### src/rtl/spi_sram_pkg.sv
// Shared opcodes, FSM states and requester identifiers for the serial-SRAM controller.
package spi_sram_pkg;

  localparam logic [7:0] SPI_READ_CMD  = 8'h03;
  localparam logic [7:0] SPI_WRITE_CMD = 8'h02;

  typedef enum logic [2:0] {
    IDLE,
    LEAD,
    CMD,
    ADDR,
    RDATA,
    WDATA,
    GAP
  } state_e;

  typedef enum logic {
    INSTR,
    DATA
  } port_e;

  // SRAM streams bytes lowest address first; the core wants that byte in bits [7:0].
  function automatic logic [31:0] bswap32(input logic [31:0] w);
    return {w[7:0], w[15:8], w[23:16], w[31:24]};
  endfunction

endpackage

### src/rtl/spi_shift_engine.sv
// Bit-level SPI timing: L/H phase toggle, per-state period counter, TX/RX shift registers.
// SCLK and SI are registered so the SRAM pins never glitch.
module spi_shift_engine (
  input  logic        clk,
  input  logic        reset_n,
  input  logic        start,
  input  logic        run,
  input  logic        clk_state_nxt,
  input  logic        load,
  input  logic [31:0] load_dat,
  input  logic        cnt_clr,
  input  logic        rx_en,
  input  logic        so,
  output logic        per_end,
  output logic [7:0]  cnt,
  output logic [31:0] rx_nxt,
  output logic        sclk,
  output logic        si
);

  logic        ph;
  logic        ph_d;
  logic [31:0] tx;
  logic [31:0] rx;

  // ph=0 is the L half of an SCLK period, ph=1 the H half; the phase rests at L while idle.
  assign ph_d    = run & ~ph;
  assign per_end = run & ph;
  assign rx_nxt  = {rx[30:0], so};

  always_ff @(posedge clk or negedge reset_n) begin
    if (!reset_n) begin
      ph   <= 1'b0;
      cnt  <= '0;
      tx   <= '0;
      rx   <= '0;
      sclk <= 1'b0;
      si   <= 1'b0;
    end else begin
      ph   <= ph_d;
      sclk <= clk_state_nxt & ph_d;
      if (start) begin
        cnt <= '0;
        rx  <= '0;
        tx  <= load ? {load_dat[30:0], 1'b0} : '0;
        si  <= load & load_dat[31];
      end else if (per_end) begin
        cnt <= cnt_clr ? '0 : cnt + 8'd1;
        // SI changes only at H->L, so it is stable across the SRAM's rising-edge sample.
        if (load) begin
          tx <= {load_dat[30:0], 1'b0};
          si <= load_dat[31];
        end else begin
          tx <= {tx[30:0], 1'b0};
          si <= tx[31];
        end
        if (rx_en) begin
          rx <= rx_nxt;
        end
      end
    end
  end

endmodule

### src/rtl/spi_sram_arbiter_ctrl.sv
// Arbitrates fetch and data ports onto one serial SRAM and sequences LEAD/CMD/ADDR/DATA/GAP.
// Requests are held until their one-cycle done pulse; round-robin when both are pending.
module spi_sram_arbiter_ctrl
  import spi_sram_pkg::*;
#(
  parameter int ADDR_W      = 23,
  parameter int LEAD_CYCLES = 1,
  parameter int GAP_CYCLES  = 1
) (
  input  logic              clk,
  input  logic              reset_n,
  input  logic              i_req,
  input  logic [ADDR_W-1:0] i_addr,
  output logic [31:0]       i_rdata,
  output logic              i_done,
  input  logic              d_req,
  input  logic              d_we,
  input  logic [1:0]        d_size,
  input  logic [ADDR_W-1:0] d_addr,
  input  logic [31:0]       d_wdata,
  output logic [31:0]       d_rdata,
  output logic              d_done,
  output logic              sram_sclk,
  output logic              sram_ce,
  output logic              sram_si,
  input  logic              sram_so,
  output logic              busy
);

  localparam logic [7:0] LEAD_LAST = 8'(LEAD_CYCLES - 1);
  localparam logic [7:0] GAP_LAST  = 8'(GAP_CYCLES - 1);

  state_e            state_q, state_n;
  port_e             port_q, last_grant_q, gnt_port;
  logic              we_q;
  logic [1:0]        size_q;
  logic [ADDR_W-1:0] addr_q;
  logic [31:0]       wdata_q;

  logic        start, load, finish, gnt_we, clk_state_nxt, cnt_clr;
  logic [31:0] load_dat;
  logic [7:0]  cnt, wlast;
  logic        per_end;
  logic [31:0] rx_nxt;
  logic [23:0] addr24;

  assign addr24        = 24'(addr_q);
  assign gnt_we        = (gnt_port == DATA) && d_we;
  assign clk_state_nxt = state_n inside {LEAD, CMD, ADDR, RDATA, WDATA};
  assign cnt_clr       = state_n != state_q;
  assign busy          = state_q != IDLE;

  always_comb begin
    unique case (size_q)
      2'd0:    wlast = 8'd7;
      2'd1:    wlast = 8'd15;
      default: wlast = 8'd31;
    endcase
  end

  always_comb begin
    state_n  = state_q;
    gnt_port = INSTR;
    start    = 1'b0;
    load     = 1'b0;
    load_dat = '0;
    finish   = 1'b0;
    unique case (state_q)
      IDLE: begin
        if (i_req || d_req) begin
          if (i_req && d_req) begin
            gnt_port = (last_grant_q == DATA) ? INSTR : DATA;
          end else begin
            gnt_port = i_req ? INSTR : DATA;
          end
          start = 1'b1;
          if (LEAD_CYCLES == 0) begin
            state_n  = CMD;
            load     = 1'b1;
            load_dat = {gnt_we ? SPI_WRITE_CMD : SPI_READ_CMD, 24'h0};
          end else begin
            state_n = LEAD;
          end
        end
      end
      LEAD: begin
        if (per_end && cnt == LEAD_LAST) begin
          state_n  = CMD;
          load     = 1'b1;
          load_dat = {we_q ? SPI_WRITE_CMD : SPI_READ_CMD, 24'h0};
        end
      end
      CMD: begin
        if (per_end && cnt == 8'd7) begin
          state_n  = ADDR;
          load     = 1'b1;
          load_dat = {addr24, 8'h0};
        end
      end
      ADDR: begin
        if (per_end && cnt == 8'd23) begin
          load = 1'b1;
          if (we_q) begin
            state_n  = WDATA;
            load_dat = bswap32(wdata_q);
          end else begin
            state_n = RDATA;
          end
        end
      end
      RDATA: begin
        if (per_end && cnt == 8'd31) begin
          state_n = GAP;
          load    = 1'b1;
          finish  = 1'b1;
        end
      end
      WDATA: begin
        if (per_end && cnt == wlast) begin
          state_n = GAP;
          load    = 1'b1;
          finish  = 1'b1;
        end
      end
      GAP: begin
        if (per_end && cnt == GAP_LAST) begin
          state_n = IDLE;
        end
      end
      default: state_n = IDLE;
    endcase
  end

  always_ff @(posedge clk or negedge reset_n) begin
    if (!reset_n) begin
      state_q      <= IDLE;
      port_q       <= INSTR;
      last_grant_q <= DATA;
      we_q         <= 1'b0;
      size_q       <= 2'd0;
      addr_q       <= '0;
      wdata_q      <= '0;
      sram_ce      <= 1'b0;
      i_done       <= 1'b0;
      d_done       <= 1'b0;
      i_rdata      <= '0;
      d_rdata      <= '0;
    end else begin
      state_q <= state_n;
      sram_ce <= clk_state_nxt;
      i_done  <= finish && (port_q == INSTR);
      d_done  <= finish && (port_q == DATA);
      if (start) begin
        port_q       <= gnt_port;
        last_grant_q <= gnt_port;
        we_q         <= gnt_we;
        size_q       <= d_size;
        addr_q       <= (gnt_port == INSTR) ? i_addr : d_addr;
        wdata_q      <= d_wdata;
      end
      // The final MISO bit is merged here so rdata is valid alongside the done pulse.
      if (finish && !we_q) begin
        if (port_q == INSTR) begin
          i_rdata <= bswap32(rx_nxt);
        end else begin
          d_rdata <= bswap32(rx_nxt);
        end
      end
    end
  end

  spi_shift_engine u_shift (
    .clk           (clk),
    .reset_n       (reset_n),
    .start         (start),
    .run           (busy),
    .clk_state_nxt (clk_state_nxt),
    .load          (load),
    .load_dat      (load_dat),
    .cnt_clr       (cnt_clr),
    .rx_en         (state_q == RDATA),
    .so            (sram_so),
    .per_end       (per_end),
    .cnt           (cnt),
    .rx_nxt        (rx_nxt),
    .sclk          (sram_sclk),
    .si            (sram_si)
  );

endmodule

### config.mk
export PLATFORM = sky130hd
export DESIGN_NAME = spi_sram_arbiter_ctrl
export DESIGN_NICKNAME = d
export VERILOG_FILES = /design/src/rtl/spi_sram_pkg.sv /design/src/rtl/spi_shift_engine.sv /design/src/rtl/spi_sram_arbiter_ctrl.sv
export SDC_FILE = /design/constraint.sdc
export NUM_CORES = 1
export LEC_CHECK = 0
export ABC_CLOCK_PERIOD_IN_PS = 4000
export CORE_UTILIZATION = 35
export CTS_BUF_LIST = sky130_fd_sc_hd__clkbuf_8 sky130_fd_sc_hd__clkbuf_16
export DETAILED_ROUTE_END_ITERATION = 8
export GPL_TIMING_DRIVEN = 0
export MAX_ROUTING_LAYER = met4
export SETUP_SLACK_MARGIN = 0.02
export SYNTH_ARGS = -nofsm -noshare
export SYNTH_HDL_FRONTEND = slang
export SYNTH_SLANG_ARGS = --single-unit
### constraint.sdc
create_clock -name clk -period 4 [get_ports clk]
set_clock_uncertainty 0.05 [all_clocks]
set_input_delay 0.8 -clock clk [delete_from_list [all_inputs] [get_ports clk]]
set_output_delay 0.8 -clock clk [all_outputs]
set_load 0.01 [all_outputs]
* Yosys cells after proc, flatten, opt, wreduce, memory -nomap -nowiden *
Index checks and enable logic that the tools add are counted.

word-level totals
  bits in registers = 204
  logic and storage cells = 108

cells by class
  mux-type cells = 44
  reduce and logical (&&, ||, !) cells = 22
  eq/ne operators = 17
  $add $sub $neg = 1
  bitwise logic cells = 6

operators by type and width
  operator               number
  $mux W32               6
  $mux W31               4
  $pmux W32 S3           1
  $mux W26               1
  $mux W8                3
  $mux W23               1
  $mux W3                7
  $pmux W3 S7            1
  $mux W1                17
  $eq A8 B5 Y1 const B   2
  $eq A3 B3 Y1 const B   5
  $eq A3 B2 Y1 const B   4
  $logic_and A1 B1 Y1    10
  $pmux W5 S2            1
  $add A8 B1 Y8 const B  1
  $eq A8 B3 Y1 const B   1
  $eq A8 B5 Y1           1
  $logic_not A8 Y1       1
  $eq A3 B1 Y1 const B   2
  $reduce_and A2 Y1      3
  $pmux W1 S5            1
  $reduce_bool A5 Y1     1
  $and A1 B1 Y1          4
  $reduce_bool A2 Y1     2
  other kinds (9)        10

* Logic depth before layout (Yosys ltp) *
Gate-level depths: netlist of the first run.

  word-level depth = 10
  mapped depth = 10

* Hierarchy *
From an unflattened synthesis of the first run, not the netlist that was laid out.

second synthesis, totals
  cell total of the unflattened synthesis = 824
  area total of the unflattened synthesis = 8951.1 sq um

modules (own cells, without submodules)
  module                 seq. area each (sq um)  cells each  area each (sq um)  instances
  spi_sram_arbiter_ctrl  3254.4                  524         5799.3             1
  spi_shift_engine       1826.8                  300         3151.8             1

* Worst setup path after synthesis of the first run *
Ideal clock, no wire load.

  path type = register to register
  start point = register u_shift.cnt[3]
  end point = register u_shift.cnt[2]
  buffers on the path = 1
  data arrival time = 2.362 ns
  stages on the path, launching flop included = 8
  setup slack = 1.462 ns
  clock period less this slack = 2.538 ns
  data required time = 3.824 ns
  cell sequence = dfrtp_1 -> buf_6 -> or4_4 -> o311a_1 -> a311o_1 -> o2111ai_4 -> nand2_4 -> a221o_1

on the way
  longest elaborated chain between the ends = 8

RTL lines
  element                                 line                          text
  from (decl)                             spi_shift_engine.sv:15        output logic [7:0] cnt,
  from (signal assigned)                  spi_shift_engine.sv:48        cnt <= cnt_clr ? '0 : cnt + 8'd1;
  $eq A8 B5 Y1 (tied with other cells)    spi_sram_arbiter_ctrl.sv:119  if (per_end && cnt == wlast) begin
  $logic_and A1 B1 Y1 (on tied branches)  -
  $mux W3 (tied with other cells)         spi_sram_arbiter_ctrl.sv:119
  $pmux W3 S7 *                           spi_sram_arbiter_ctrl.sv:68   unique case (state_q)
  $ne A3 B3 Y1 *                          spi_sram_arbiter_ctrl.sv:50   assign cnt_clr = state_n != state_q;
  $mux W8 *                               spi_shift_engine.sv:48
  $mux W8 *                               spi_shift_engine.sv:47        end else if (per_end) begin
  $mux W8 *                               spi_shift_engine.sv:42        if (start) begin

Mark *: on every way between the ends. The rest lies on a longest branch, timed or not. The select of a mux whose other input is x is not followed.
A chain may end at the register's enable or synchronous reset.

* Worst setup path in the final report of the first run *
  start point = register state_q[0]
  end point = output port busy

on the way
  longest elaborated chain between the ends = 1

RTL lines
  element                 line                          text
  from (decl)             spi_sram_arbiter_ctrl.sv:33   state_e state_q, state_n;
  from (signal assigned)  spi_sram_arbiter_ctrl.sv:149  state_q <= state_n;
  $reduce_bool A3 Y1      spi_sram_arbiter_ctrl.sv:51   assign busy = state_q != IDLE;
  to (decl)               spi_sram_arbiter_ctrl.sv:27   output logic busy

Every way passes these cells.

==> metrics.cfg, run 1 <==
[global_route]
grt.total_usage_pct=17.9
grt_use_met2_pct=28.5
grt_pass1_vias=6836
grtUsageMet3_pct=2.68
grt_busiest_layer=met2
grt_max_degree=84
antenna_found_initial=0
overflow=0
grt_pass1_wl_mm=36.0
met1_usage_pct=23.9

[synthesis]
synth.distinct_cells=54
synthFlopType=dfrtp_1
synth_edf_count=0
syn_avg_cell_area_um2=10.6
async_reset_ff_share_pct=100
yosysTopAreaCell=dfrtp_1
yosysSeqAreaShare_pct=58.4
ys_warn_count=0
syn_nets=912
yosys-top-cells-area=dfrtp_1 58%, nand2_1 9.0%, mux2_1 4.7%
synth_cells=822
yosys_register_bits=203
synth_top_cell_area_share_pct=58.1
syn_area_mm2=0.00870

[setup_path]
end_kind=output port
worst_ep_arrival_time_ps=2610
timing_worst_setup_path_type=reg2out
crit_fanout=10
cp_top_family=buffers and inverters
cp-start-kind=flop
crit_chain=clkbuf_1 > nor3_1 > inv_1 > clkdlybuf4s50_1
critPathLaunch=state_q[0]
crit_path_max_incr_delay_ps=700
slowest_stage=nor3_1
crit_buf_inv=3
worstPathRequired_ps=3150
regToRegSetupSlack_ps=700
worstReg2RegStart=state_q[0]

[timing]
post-route-min-period_ps=3460
post-route-period-util_pct=86.6
fin_ws_ps=538
hold_viol_final=0
fin_hold_ws_ps=145
final_max_slew_viol_count=0
max_freq_mhz=289
setup_tns_ps=0
worstMarginPinSlew_ps=880
slew_headroom_pct=40.8
grt_setup_unrepaired=false
setup_viol_count_final=0

[layout]
finalNonFillerCells=1344
insertedDiodeCount=0
finalInstanceArea_mm2=0.0115
layout_common_cells=208 x nand2_1, 202 x dfrtp_1, 154 x clkdlybuf4s50_1
layout_commonest_cell=nand2_1
drive_gt1_share_pct=8.63
area_growth_syn_to_layout_pct=32.2
fillers=2295
nNetsFinal=1094

[clocking]
holdBufCountCts=0
cts_buffer_depth=3
clk_latency_ps=510
cts_tree=done
htreeDepth=1
clk_pin_slew_ps=70
clock_sinks=203
root_buffer=clkbuf_16
postCtsSetupBuffers=0
cts_resized=0
cts_buffers=23

[outcome]
outcome=completed

[placed_design]
place_congestion=0.863
port_buffers=155
pre_cts_slack_ps=622
dpl_cell_area_mm2=0.0107
hpwl_mm=15.5
dp.cells=1303

[power_and_ir_drop]
p_per_area_mw_per_mm2=384
irDropWorstVdd_mv=0.233
power_leakage_nw=5.57

[floorplan]
core.rowCount=57
die_h_um=160
core_area_mm2=0.0243
ios=156
die_w_um=160
die-area_mm2=0.0255
initial_core_util_pct=35.8

[route]
vias=6635
via_per_inst=4.94
drcViolationCount=0
detail_route.iter0.violations=318
first_pass_iters=4
antenna_left=0
wl_per_cell_um=16.0
wirelength_mm=21.5

[worst_hold_path]
hp-class=in2async

[run]
drv_cap=0

## worst register-to-register path, delay by kind of cell, from the launching register on
kind | cells | cell delay [ps]
flip-flops | 1 | 400
AND/OR/NAND/NOR | 4 | 1170
buffers and inverters | 4 | 1620
## per-stage QoR
step | power, mW | util (%)
detailed placement | 2.35 | 44.1
CTS | 4.48 | 47.3
global placement | 2.34 | 43.8
global route | 4.57 | 47.3
floorplan | 2.19 | -
finish | 4.41 | 47.3
## registers in the layout, indices dropped and copies added, names as in the netlist, 3 cells and up
signal,count
d_rdata,32
u_shift.rx,31
u_shift.tx,31
wdata_q,32
u_shift.cnt,8
i_rdata,32
addr_q,23
state_q,3
## final cells by class
class / instances / area, µm² / share of cell area [%]
multi-input combinational: 546 / 3320 / 28.9
clock inverter: 9 / 81.3 / 0.707
clock buffer: 32 / 699 / 6.08
buffer: 55 / 226 / 1.97
sequential: 203 / 5080 / 44.2
inverter: 18 / 67.6 / 0.588
tap: 324 / 405 / 3.53
timing repair buffer: 157 / 1610 / 14.0
## cells by family after synthesis
| logic type | Yosys count | synth area share (%) |
|---|---|---|
| XOR/XNOR | 3 | 0.302 |
| flip-flops | 203 | 58.4 |
| adder cells (fa/ha/maj) | 4 | 0.575 |
| AND/OR/NAND/NOR | 268 | 13.1 |
| AO/OA/AOI/OAI | 184 | 13.3 |
| buffers and inverters | 73 | 3.38 |
| multiplexers | 87 | 10.9 |
## report_power, final
group,switching [mW],leakage [nW],internal [mW]
Clock,0.825,0.404,1.28
Sequential,0.0296,2.69,2.09
Combinational,0.0780,2.47,0.102
Total,0.933,5.57,3.48
## cells in the mapped netlist (5+ instances only)
library cell    n
a21oi_1        40
a221o_1         5
o21ai_0        49
a21o_1         22
nand3_1        13
o21ai_1        20
dfrtp_1       202
and3_1          5
a22oi_1        30
nor2_1         14
nand2_1       208
nor3_1          6
buf_2          10
clkbuf_1       40
mux2_2         28
mux2_1         36
mux2i_1        23
inv_1          17
## layer usage
metal	part of all wire, %	routed length [µm]
met1	47	10000
met4	1.9	416
met3	5.1	1090
met2	46	9930
met5	0	0
## path summary, 6_finish.rpt
| kind | endpoint | cells past startpoint |
|---|---|---|
| min in group clk | last_grant_q | 2 |
| worst max-delay path | busy | 4 |
| worst min register to register | last_grant_q | 2 |
| max in group asynchronous | wdata_q[21] | 3 |
| worst min-delay path | d_rdata[15] | 1 |
| worst max register to register | wdata_q[17] | 8 |
Note: power is estimated with default switching activity, not from simulation.
==> run 2: changes to the inputs <==
--- a/config.mk
+++ b/config.mk
@@ -11,6 +11,7 @@
 export DETAILED_ROUTE_END_ITERATION = 8
 export GPL_TIMING_DRIVEN = 0
 export MAX_ROUTING_LAYER = met4
+export REMOVE_ABC_BUFFERS = 1
 export SETUP_SLACK_MARGIN = 0.02
 export SYNTH_ARGS = -nofsm -noshare
 export SYNTH_HDL_FRONTEND = slang
==> metrics.cfg, run 2 (synthesis gave the netlist of run 1 again) <==
[outcome]
outcome=completed

[setup_path]
crit_chain=nor3_1 > inv_1 > clkdlybuf4s50_1
timing_worst_setup_path_type=reg2out
worst_ep_arrival_time_ps=2690  ; +80 ps
crit_path_max_incr_delay_ps=870  ; +170 ps
crit_fanout=12  ; +2
end_kind=output port
regToRegSetupSlack_ps=810  ; +110 ps
slowest_stage=nor3_1
cp-start-kind=flop
worstPathRequired_ps=3150  ; about the same

[layout]
nNetsFinal=1050  ; -4.0%
layout_common_cells=208 x nand2_1, 202 x dfrtp_1, 154 x clkdlybuf4s50_1
drive_gt1_share_pct=9.64  ; +1.0 points
final_core_util_pct=47.2  ; about the same
insertedDiodeCount=0  ; unchanged
area_growth_syn_to_layout_pct=32.0  ; about the same
layout_commonest_cell=nand2_1
reg_top3=d_rdata x32, i_rdata x32, wdata_q x32

[global_route]
grt_pass1_vias=6647  ; -2.8%
grt_pass1_wl_mm=34.6  ; -3.7%
antenna_found_initial=0  ; unchanged
grt_max_degree=111  ; +32%
overflow=0  ; unchanged
grt.total_usage_pct=17.0  ; -0.89 points

[floorplan]
die-area_mm2=0.0255  ; unchanged
core_area_mm2=0.0243  ; unchanged
die_h_um=160  ; unchanged
initial_core_util_pct=35.8  ; unchanged
die_w_um=160  ; unchanged
ios=156  ; unchanged
core.rowCount=57  ; unchanged

[route]
vias=6397  ; -3.6%
wirelength_mm=20.1  ; -6.6%
via_per_inst=4.92  ; -0.25%
detail_route.iter0.violations=267  ; -16%
drcViolationCount=0  ; unchanged
antenna_left=0  ; unchanged
wl_per_cell_um=15.4  ; -3.4%
first_pass_iters=4  ; unchanged

[power_and_ir_drop]
p_per_area_mw_per_mm2=385  ; +0.24%
power_leakage_nw=5.55  ; -0.22%
irDropWorstVdd_mv=0.242  ; +3.6%

[timing]
post-route-min-period_ps=3540  ; +74.3 ps
hold_viol_final=0  ; unchanged
worstMarginPinSlew_ps=1290  ; +409 ps
setup_viol_count_final=0  ; unchanged
grt_setup_unrepaired=false
slew_headroom_pct=14.0  ; -27 points
post-route-period-util_pct=88.4  ; +1.9 points
max_freq_mhz=283  ; -2.1%
fin_hold_ws_ps=299  ; +154 ps
final_max_slew_viol_count=0  ; unchanged

[placed_design]
hpwl_mm=13.4  ; -14%
place_congestion=0.846  ; -1.9%
port_buffers=155  ; unchanged

[clocking]
clock_sinks=203  ; unchanged
clk_pin_slew_ps=60  ; about the same
holdBufCountCts=0  ; unchanged
cts_buffers=23  ; unchanged
cts_resized=0  ; unchanged
clk_latency_ps=500  ; about the same
postCtsSetupBuffers=0  ; unchanged
htreeDepth=1  ; unchanged
cts_tree=done
root_buffer=clkbuf_16
cts_buffer_depth=3  ; unchanged

[worst_hold_path]
hp-class=in2async

[run]
drv_cap=0  ; unchanged

## run 2: critical path: cells and delay by family (launching register included)
family	cells	cell delay, ps
DFF	1	550
buffers and inverters	2	750
and+or+nand+nor	1	870
## run 2: layout make-up
type / instances / area, µm²
Fill cell: 2320 / 12800
Sequential cell: 203 / 5080
Multi-Input combinational cell: 546 / 3370
Timing Repair Buffer: 168 / 1790
Clock buffer: 30 / 672
Tap cell: 324 / 405
Clock inverter: 10 / 101
Inverter: 18 / 67.6
## run 2: path summary, 6_finish.rpt
path	start	to	cells after the start
setup / recovery	state_q[0]	busy	3
hold / removal	reset_n	u_shift.rx[9]	1
setup reg to reg	u_shift.cnt[3]	u_shift.tx[28]	6
hold reg to reg	last_grant_q	last_grant_q	2
max in group asynchronous	reset_n	wdata_q[15]	2
min in group clk	last_grant_q	last_grant_q	2
## run 2: report_power, final
part	leakage [nW]	switching (mW)	internal, mW
Clock	0.396	0.819	1.30
Sequential	2.69	0.0266	2.09
Combinational	2.47	0.0788	0.0997
## run 2: metrics by stage
step           power, mW  worst slack [ps]  setup TNS, ps  cell area [µm²]  cells
2_1_floorplan       2.19             -2450        -124660             8470    767
3_3_place_gp        2.33             -6510       -1927150            10400   1246
3_5_place_dp        2.34               776              0            10700   1259
4_1_cts             4.48               435              0            11500   1299
5_1_grt             4.60               329              0            11500   1299
6_report            4.42               463              0            11500   1299
## run 2: metal layers
layer	part of all wire, %	vias to the layer above	track usage (%)
met2	46	173	26.6
li1	-	3109	-
met4	1.2	0	3.32
met5	0	-	-
met1	47	3096	23.1
met3	5.8	19	3.17
